[src/rtl/pwm_capture_pkg.sv]
// pwm_capture_pkg: shared tick-counter helpers and encodings for the PWM capture block
package pwm_capture_pkg;

    localparam int unsigned STATIC_PERIOD = 0;

    typedef enum logic [1:0] {
        EV_IDLE,
        EV_TICK,
        EV_RISE,
        EV_TIMEOUT
    } ev_e;

    function automatic logic [31:0] sat_add(input logic [31:0] a, input logic [31:0] b,
                                            input logic [31:0] mx);
        return (a + b > mx) ? mx : a + b;
    endfunction

endpackage

[src/rtl/pwm_capture_channel.sv]
// pwm_capture_channel: synchronizes one PWM input and measures its high time and period
module pwm_capture_channel
    import pwm_capture_pkg::*;
#(
    parameter int Resolution = 8
) (
    input  logic                  clk,
    input  logic                  rst,
    input  logic                  ce,
    input  logic                  in,
    output logic [Resolution-1:0] H,
    output logic [Resolution-1:0] P,
    output logic                  valid
);

    localparam logic [Resolution-1:0] MAX = '1;

    logic                  s1, s2, cur, armed;
    logic [Resolution-1:0] pc, hc;
    ev_e                   ev;

    // s2 is the fresh sample; cur still holds the previous one, so rise is s2 & ~cur
    always_comb begin
        ev = !ce ? EV_IDLE : (s2 & ~cur) ? EV_RISE : (pc == MAX) ? EV_TIMEOUT : EV_TICK;
    end

    always_ff @(posedge clk) begin
        if (rst) begin
            s1    <= 1'b0;
            s2    <= 1'b0;
            cur   <= 1'b0;
            armed <= 1'b0;
            pc    <= '0;
            hc    <= '0;
            H     <= '0;
            P     <= '0;
            valid <= 1'b0;
        end else begin
            s1 <= in;
            s2 <= s1;
            if (ev != EV_IDLE) cur <= s2;
            if (ev == EV_RISE) begin
                if (armed) begin
                    P     <= pc;
                    H     <= hc;
                    valid <= 1'b1;
                end
                armed <= 1'b1;
                pc    <= Resolution'(1);
                hc    <= Resolution'(1);
            end else if (ev == EV_TICK) begin
                pc <= Resolution'(sat_add(32'(pc), 32'd1, 32'(MAX)));
                hc <= Resolution'(sat_add(32'(hc), 32'(s2), 32'(MAX)));
            end else if (ev == EV_TIMEOUT) begin
                P     <= Resolution'(STATIC_PERIOD);
                H     <= s2 ? MAX : '0;
                valid <= 1'b1;
                armed <= 1'b0;
                pc    <= Resolution'(1);
                hc    <= Resolution'(s2);
            end
        end
    end

endmodule

[src/rtl/pwm_capture.sv]
// pwm_capture: multi-channel PWM high-time/period capture with a registered read port
module pwm_capture
    import pwm_capture_pkg::*;
#(
    parameter int Resolution   = 8,
    parameter int AddressWidth = 2
) (
    input  logic                         clk,
    input  logic                         rst,
    input  logic                         ce,
    input  logic [2**AddressWidth-1:0]   I,
    input  logic [AddressWidth-1:0]      addr,
    output logic [Resolution-1:0]        H,
    output logic [Resolution-1:0]        P,
    output logic                         V,
    output logic [2**AddressWidth-1:0]   Valid
);

    localparam int N = 2**AddressWidth;

    logic [Resolution-1:0] ch_h [N];
    logic [Resolution-1:0] ch_p [N];
    logic [N-1:0]          ch_v;

    for (genvar i = 0; i < N; i++) begin : g_ch
        pwm_capture_channel #(.Resolution(Resolution)) u_ch (
            .clk  (clk),
            .rst  (rst),
            .ce   (ce),
            .in   (I[i]),
            .H    (ch_h[i]),
            .P    (ch_p[i]),
            .valid(ch_v[i])
        );
    end

    always_ff @(posedge clk) begin
        if (rst) begin
            H     <= '0;
            P     <= '0;
            V     <= 1'b0;
            Valid <= '0;
        end else begin
            H     <= ch_h[addr];
            P     <= ch_p[addr];
            V     <= ch_v[addr];
            Valid <= ch_v;
        end
    end

endmodule

[config.mk]
export PLATFORM = sky130hd
export DESIGN_NAME = pwm_capture
export DESIGN_NICKNAME = d
export VERILOG_FILES = /design/src/rtl/pwm_capture_pkg.sv /design/src/rtl/pwm_capture_channel.sv /design/src/rtl/pwm_capture.sv
export SDC_FILE = /design/constraint.sdc
export NUM_CORES = 1
export LEC_CHECK = 0
export BUFFER_PORTS_ARGS = -buffer_cell sky130_fd_sc_hd__buf_4
export CAP_MARGIN = 20
export CORE_ASPECT_RATIO = 0.75
export CORE_MARGIN = 8
export CORE_UTILIZATION = 45
export CTS_CLUSTER_SIZE = 25
export DETAILED_ROUTE_END_ITERATION = 6
export PLACE_DENSITY = 0.65
export REMOVE_ABC_BUFFERS = 1
export SYNTH_ARGS = -nofsm -noshare
export SYNTH_HDL_FRONTEND = slang
export SYNTH_SLANG_ARGS = --single-unit
[constraint.sdc]
create_clock -name clk -period 2.5 [get_ports clk]
set_input_delay 0.25 -clock clk [delete_from_list [all_inputs] [get_ports clk]]
set_output_delay 0.25 -clock clk [all_outputs]
set_load 0.1 [all_outputs]
=== After elaboration in Yosys (flattened, before gate mapping) ===
Index checks and enable logic that the tools add are counted.

* Register bits after elaboration: 169
* Input port bits: 9
* Output and inout bits: 21
* Logic and storage cells: 243

* Add/sub/neg operators: 8
* $lt $le $gt $ge: 10
* Equal/unequal tests: 24
* Multiplexer cells: 116
* Bitwise gates (word level): 9
* Reductions and logical operators: 28

{| class="wikitable"
|+ Operators with widths
! kind !! number
|-
| $mux 8 || 64
|-
| $gt 9x8->1 const B || 8
|-
| $mux 1 || 37
|-
| $add 8x1->9 || 4
|-
| $add 8x1->9 const B || 4
|-
| $bmux 8 s2 || 2
|-
| $eq 8x8->1 const B || 4
|-
| $mux 2 || 12
|-
| $reduce_bool 2->1 || 12
|-
| $eq 2x2->1 const B || 8
|-
| $ne 2x1->1 const B || 8
|-
| $reduce_and 3->1 || 4
|-
| $reduce_bool 3->1 || 4
|-
| $eq 2x1->1 const B || 4
|-
| $reduce_and 2->1 || 4
|-
| $reduce_or 2->1 || 4
|-
| $and 1x1->1 || 4
|-
| $not 1->1 || 4
|-
| $ge 3x3->1 const B || 1
|-
| $lt 2x3->1 const B || 1
|-
| $not 2->3 || 1
|-
| $bmux 1 s2 || 1
|}

=== Longest topological paths before layout ===
* Depth in word-level cells: 8
* Mapped depth: 7
* Mapped depth without buffers: 5

=== Hierarchy ===
From an unflattened synthesis, not the netlist that was laid out.

* Cells, all modules: 850
* Area total of the unflattened synthesis: 7965.1 µm²

{| class="wikitable"
|+ Modules (own cells, without submodules)
! module !! instances !! cells each !! area each (µm²) !! seq. area each (µm²)
|-
| pwm_capture_channel || 4 || 191 || 1744.2 || 740.7
|-
| pwm_capture || 1 || 86 || 988.4 || 420.4
|}

=== Least setup slack after synthesis ===
OpenSTA, ideal clock, no wires.

* Path kind: reg-to-reg
* Start point: register g_ch[1].u_ch.pc[0]
* End point: register g_ch[1].u_ch.P[0]
* Setup time: 117 ps
* Arrival: 1676 ps
* Required time: 2383 ps
* Path slack: 707 ps
* Stages on the path, launching flop included: 6
* Buffers on the path: 0
* Clock period less this slack: 1793 ps
* Cells stage by stage: dfxtp_1 -> ha_1 -> nand4_1 -> o41ai_4 -> nor2_1 -> a22o_1

* Word-level cells in the longest chain between the ends: 7
* Elaborated cells on any way between the ends: 13
* Classes of those cells: eq/ne: 6; mux: 5; reduce/logical: 2

{| class="wikitable"
|+ Ends and longest elaborated chain
! item !! RTL line !! RTL
|-
| start, declared || pwm_capture_channel.sv:19 || <nowiki>logic [Resolution-1:0] pc, hc;</nowiki>
|-
| start signal, assigned || pwm_capture_channel.sv:49 || <nowiki>pc <= Resolution'(1);</nowiki>
|-
| start signal, assigned || pwm_capture_channel.sv:52 || <nowiki>pc <= Resolution'(sat_add(32'(pc), 32'd1, 32'(MAX)));</nowiki>
|-
| start signal, assigned || pwm_capture_channel.sv:59 || <nowiki>pc <= Resolution'(1);</nowiki>
|-
| $eq 8x8->1 || pwm_capture_channel.sv:24 || <nowiki>ev = !ce ? EV_IDLE : (s2 & ~cur) ? EV_RISE : (pc == MAX) ? EV_TIMEOUT : EV_TICK;</nowiki>
|-
| $mux 2 (3 in series) || pwm_capture_channel.sv:24 ||
|-
| $eq 2x2->1, or another cell as far along || pwm_capture_channel.sv:42 || <nowiki>if (ev == EV_RISE) begin</nowiki>
|-
| $ne 2x1->1 (no line) or $reduce_bool 2->1 (tied branches) || n/a ||
|-
| $reduce_and 3->1 (no line) || n/a ||
|-
| end signal, assigned || pwm_capture_channel.sv:44 || <nowiki>P <= pc;</nowiki>
|-
| end signal, assigned || pwm_capture_channel.sv:55 || <nowiki>P <= Resolution'(STATIC_PERIOD);</nowiki>
|-
| end, declared || pwm_capture_channel.sv:12 || <nowiki>output logic [Resolution-1:0] P,</nowiki>
|}

Several ways; a longest one is shown, not always the timed one. The select of a mux whose other input is x is not followed.
A chain may end at the register's enable or synchronous reset.

=== Final worst setup path ===
* Start point: register g_ch[2].u_ch.pc[0]
* End point: register g_ch[2].u_ch.H[2]

* Word-level cells in the longest chain between the ends: 7
* Elaborated cells on any way between the ends: 12
* Classes of those cells: eq/ne: 6; mux: 4; reduce/logical: 2

{| class="wikitable"
|+ Ends and longest elaborated chain
! item !! RTL line !! RTL
|-
| start, declared || pwm_capture_channel.sv:19 ||
|-
| start signal, assigned || pwm_capture_channel.sv:49 ||
|-
| start signal, assigned || pwm_capture_channel.sv:52 ||
|-
| start signal, assigned || pwm_capture_channel.sv:59 ||
|-
| $eq 8x8->1 * || pwm_capture_channel.sv:24 ||
|-
| $mux 2 * (3 in series) || pwm_capture_channel.sv:24 ||
|-
| $eq 2x2->1, or another cell as far along || pwm_capture_channel.sv:42 ||
|-
| $ne 2x1->1 (no line) or $reduce_bool 2->1 (tied branches) || n/a ||
|-
| $reduce_and 3->1 (no line) || n/a ||
|-
| end signal, assigned || pwm_capture_channel.sv:56 || <nowiki>H <= s2 ? MAX : '0;</nowiki>
|-
| end, declared || pwm_capture_channel.sv:11 || <nowiki>output logic [Resolution-1:0] H,</nowiki>
|}

Mark *: on every way between the ends. The rest lies on a longest branch, timed or not.

==> reports/metrics.yaml <==
critPathArrivalTime_ps: 2510
layout.nets: 846
drt_first_iter_violations: 556
finalPower_mw: 5.83
finalHoldViolCount: 0
end_kind: "flop"
finalSetupViolCount: 0
crit_chain: "ha_1, nand4_1, nor4_1, nor2_1, a211oi_1"
yosys_warnings: 0
cts.clk_slew.worst_paths_ps: 70
start_util_pct: 45.4
timing.final.crit_share_pct: 86.9
crit_slowest_cell: "dfxtp_1"
clock.fmax_ghz: 0.460
drc_errors: 0
final_layout_size_suffix_gt1_share_pct: 14.1
slowest_delay_ps: 510
drv_slew: 0
core-area_um2: 16600
fin_crit_ps: 2170
irDropWorstVdd_mv: 0.406
slew_headroom_pct: 49.8
drt_first_pass_iters: 5
port_buffers: 29
clock_latency_ps: 430
tns_ps: 0
cts_hold_buf: 0
synth_edf_count: 0
final_util_pct: 51.6
wl_um: 19600
cts_root_buf: "clkbuf_16"
htreeDepth: 4
rows: 41
postCtsSetupRepairBufs: 0
routedWlPerCell_um: 18.7
ctsResizeCount: 0
worstPathRequired_ps: 2840
cp_top_family: "simple AND/OR/NAND/NOR gates"
clkPwrFrac_pct: 48.0
synth-async-reset-ratio_pct: 0
via_per_inst: 6.06
syn_area_per_cell_um2: 9.35
cts_tree: "done"
die_h_um: 128
num_antenna_cells: 0
yosys.cell_types.count: 54
die-area_um2: 21200
cts_buffer_depth: 2
path_class: "flop to flop"
yosysSeqAreaShare_pct: 44.8
synth.cell_area_um2: 7550
p_int_mw: 4.44
final_cell_area_um2: 8580
final_cell_mix: "169 x dfxtp_1, 67 x nor2_1, 60 x a21oi_1, 48 x buf_4, 42 x nand2_1"
power_switching_mw: 1.40
overflow: 0
maxCapViolCount: 0
area_delta_synth_final_pct: 13.7
dp_hpwl_um: 13700
worstHoldPathType: "primary input to flop"
antenna_left: 0
seqPwrFrac_pct: 47.4
grt_max_degree: 34
dpl_cell_area_um2: 7930
switching_share_pct: 23.9
grt_first_pass_wirelength_um: 32400
routabilityCongestion: 0.888
synthCells: 807
p_leak_nw: 3.10
fin_ws_ps: 328
placedCellCount: 1014
antenna_found_initial: 0
fp.dieW_um: 166
grt_pass1_vias: 5974
io_pins: 30
synth_flop_cell: "dfxtp_1"
fill_cells: 1489
layout_commonest_cell: "dfxtp_1"
combinationalPowerShare_pct: 4.6
powerDensity_nw_per_um2: 680
ys_ff_latch: 169
rsz0062_at_grt: "no"
grt_use_total_pct: 19.1
cts_sinks: 169
skew_ps: 9.32
cp.buffers_inverters: 0
outcome: "finished clean"
place_ws_ps: 250
worst_pin_slew_ps: 748
hold-worst-slack_ps: 27.4
start_kind: "flop"
cp_max_fo: 8
num_vias: 6355
regToRegSetupSlack_ps: 330
numCtsBuffers: 17
finalNonFillerCells: 1049
## sequential cells by signal, indices dropped and copies added (netlist names)
register         cells
g_ch.u_ch.H         32
g_ch.u_ch.P         32
g_ch.u_ch.hc        32
g_ch.u_ch.pc        32
H                    8
P                    8
Valid                4
g_ch.u_ch.armed      4
g_ch.u_ch.cur        4
g_ch.u_ch.s1         4
g_ch.u_ch.s2         4
g_ch.u_ch.valid      4
V                    1
## layer usage
layer  part of all wire, %  track usage (%)  vias up
li1                      -                -     3025
met1                    47             27.1     3055
met2                    44             28.3      246
met3                   7.0             4.14       29
met4                   1.5             5.97        0
met5                     0                0        -
## final timing paths
check	from	endpoint	cells after the start
setup / recovery	g_ch[2].u_ch.pc[0]	g_ch[2].u_ch.H[2]	5
hold / removal	I[3]	g_ch[3].u_ch.s1	2
setup reg to reg	g_ch[2].u_ch.pc[0]	g_ch[2].u_ch.H[2]	5
hold reg to reg	g_ch[1].u_ch.s1	g_ch[1].u_ch.s2	1
## logic make-up (layout without fill, tap and decap cells)
logic type      count (synthesis)  in the layout  synth area share, %
fa+ha+maj                      16             16                 2.65
buf+inv                        75            102                 4.03
simple gates                  289            289                 20.3
flops                         169            169                 44.8
xor+xnor                       12             12                 1.39
mux                            22             22                 5.74
compound gates                224            224                 21.1
## cell type report
| type | count | area [µm²] | area share (%) |
|---|---|---|---|
| clock buffer | 18 | 439 | 5.12 |
| multi-input combinational | 563 | 3860 | 45.0 |
| clock inverter | 14 | 186 | 2.17 |
| tap | 215 | 269 | 3.14 |
| inverter | 22 | 82.6 | 0.963 |
| sequential | 169 | 3380 | 39.4 |
| timing repair buffer | 48 | 360 | 4.20 |
## Yosys cell counts (5+ instances only)
master    number  area [µm²]
nor2_1        67         251
a41oi_1        7        61.3
buf_2          9        45.0
inv_1         21        78.8
a211oi_1      40         300
nor4_1         8        50.1
nor2b_1       38         238
nand4_1       19         119
nand2b_1       9        56.3
a311oi_1      10        87.6
a21oi_1       60         300
o21ai_0       31         155
a31oi_1       14        87.6
a22o_1        22         193
nand3_1       30         150
xor2_1        10        87.6
buf_1          5        18.8
clkbuf_1      37         139
or3_1          6        37.5
dfxtp_1      169        3380
and3_1        16         100
o31a_1         8        70.1
nor3_1        19        95.1
mux4_2        17         383
and4_1        11        96.3
and2_1         8        50.1
mux2i_1        5        50.1
nand2_1       42         158
o221a_2        9         101
ha_1          16         200
## power groups by stage
stage,combinational (mW),sequential [mW],clock [mW]
5_1_grt,0.296,2.77,2.96
3_5_place_dp,0.265,2.82,0
6_report,0.270,2.76,2.80
3_3_place_gp,0.259,2.82,0
4_1_cts,0.268,2.76,2.85
2_1_floorplan,0.138,2.81,0
(Power assumes the default switching activity.)
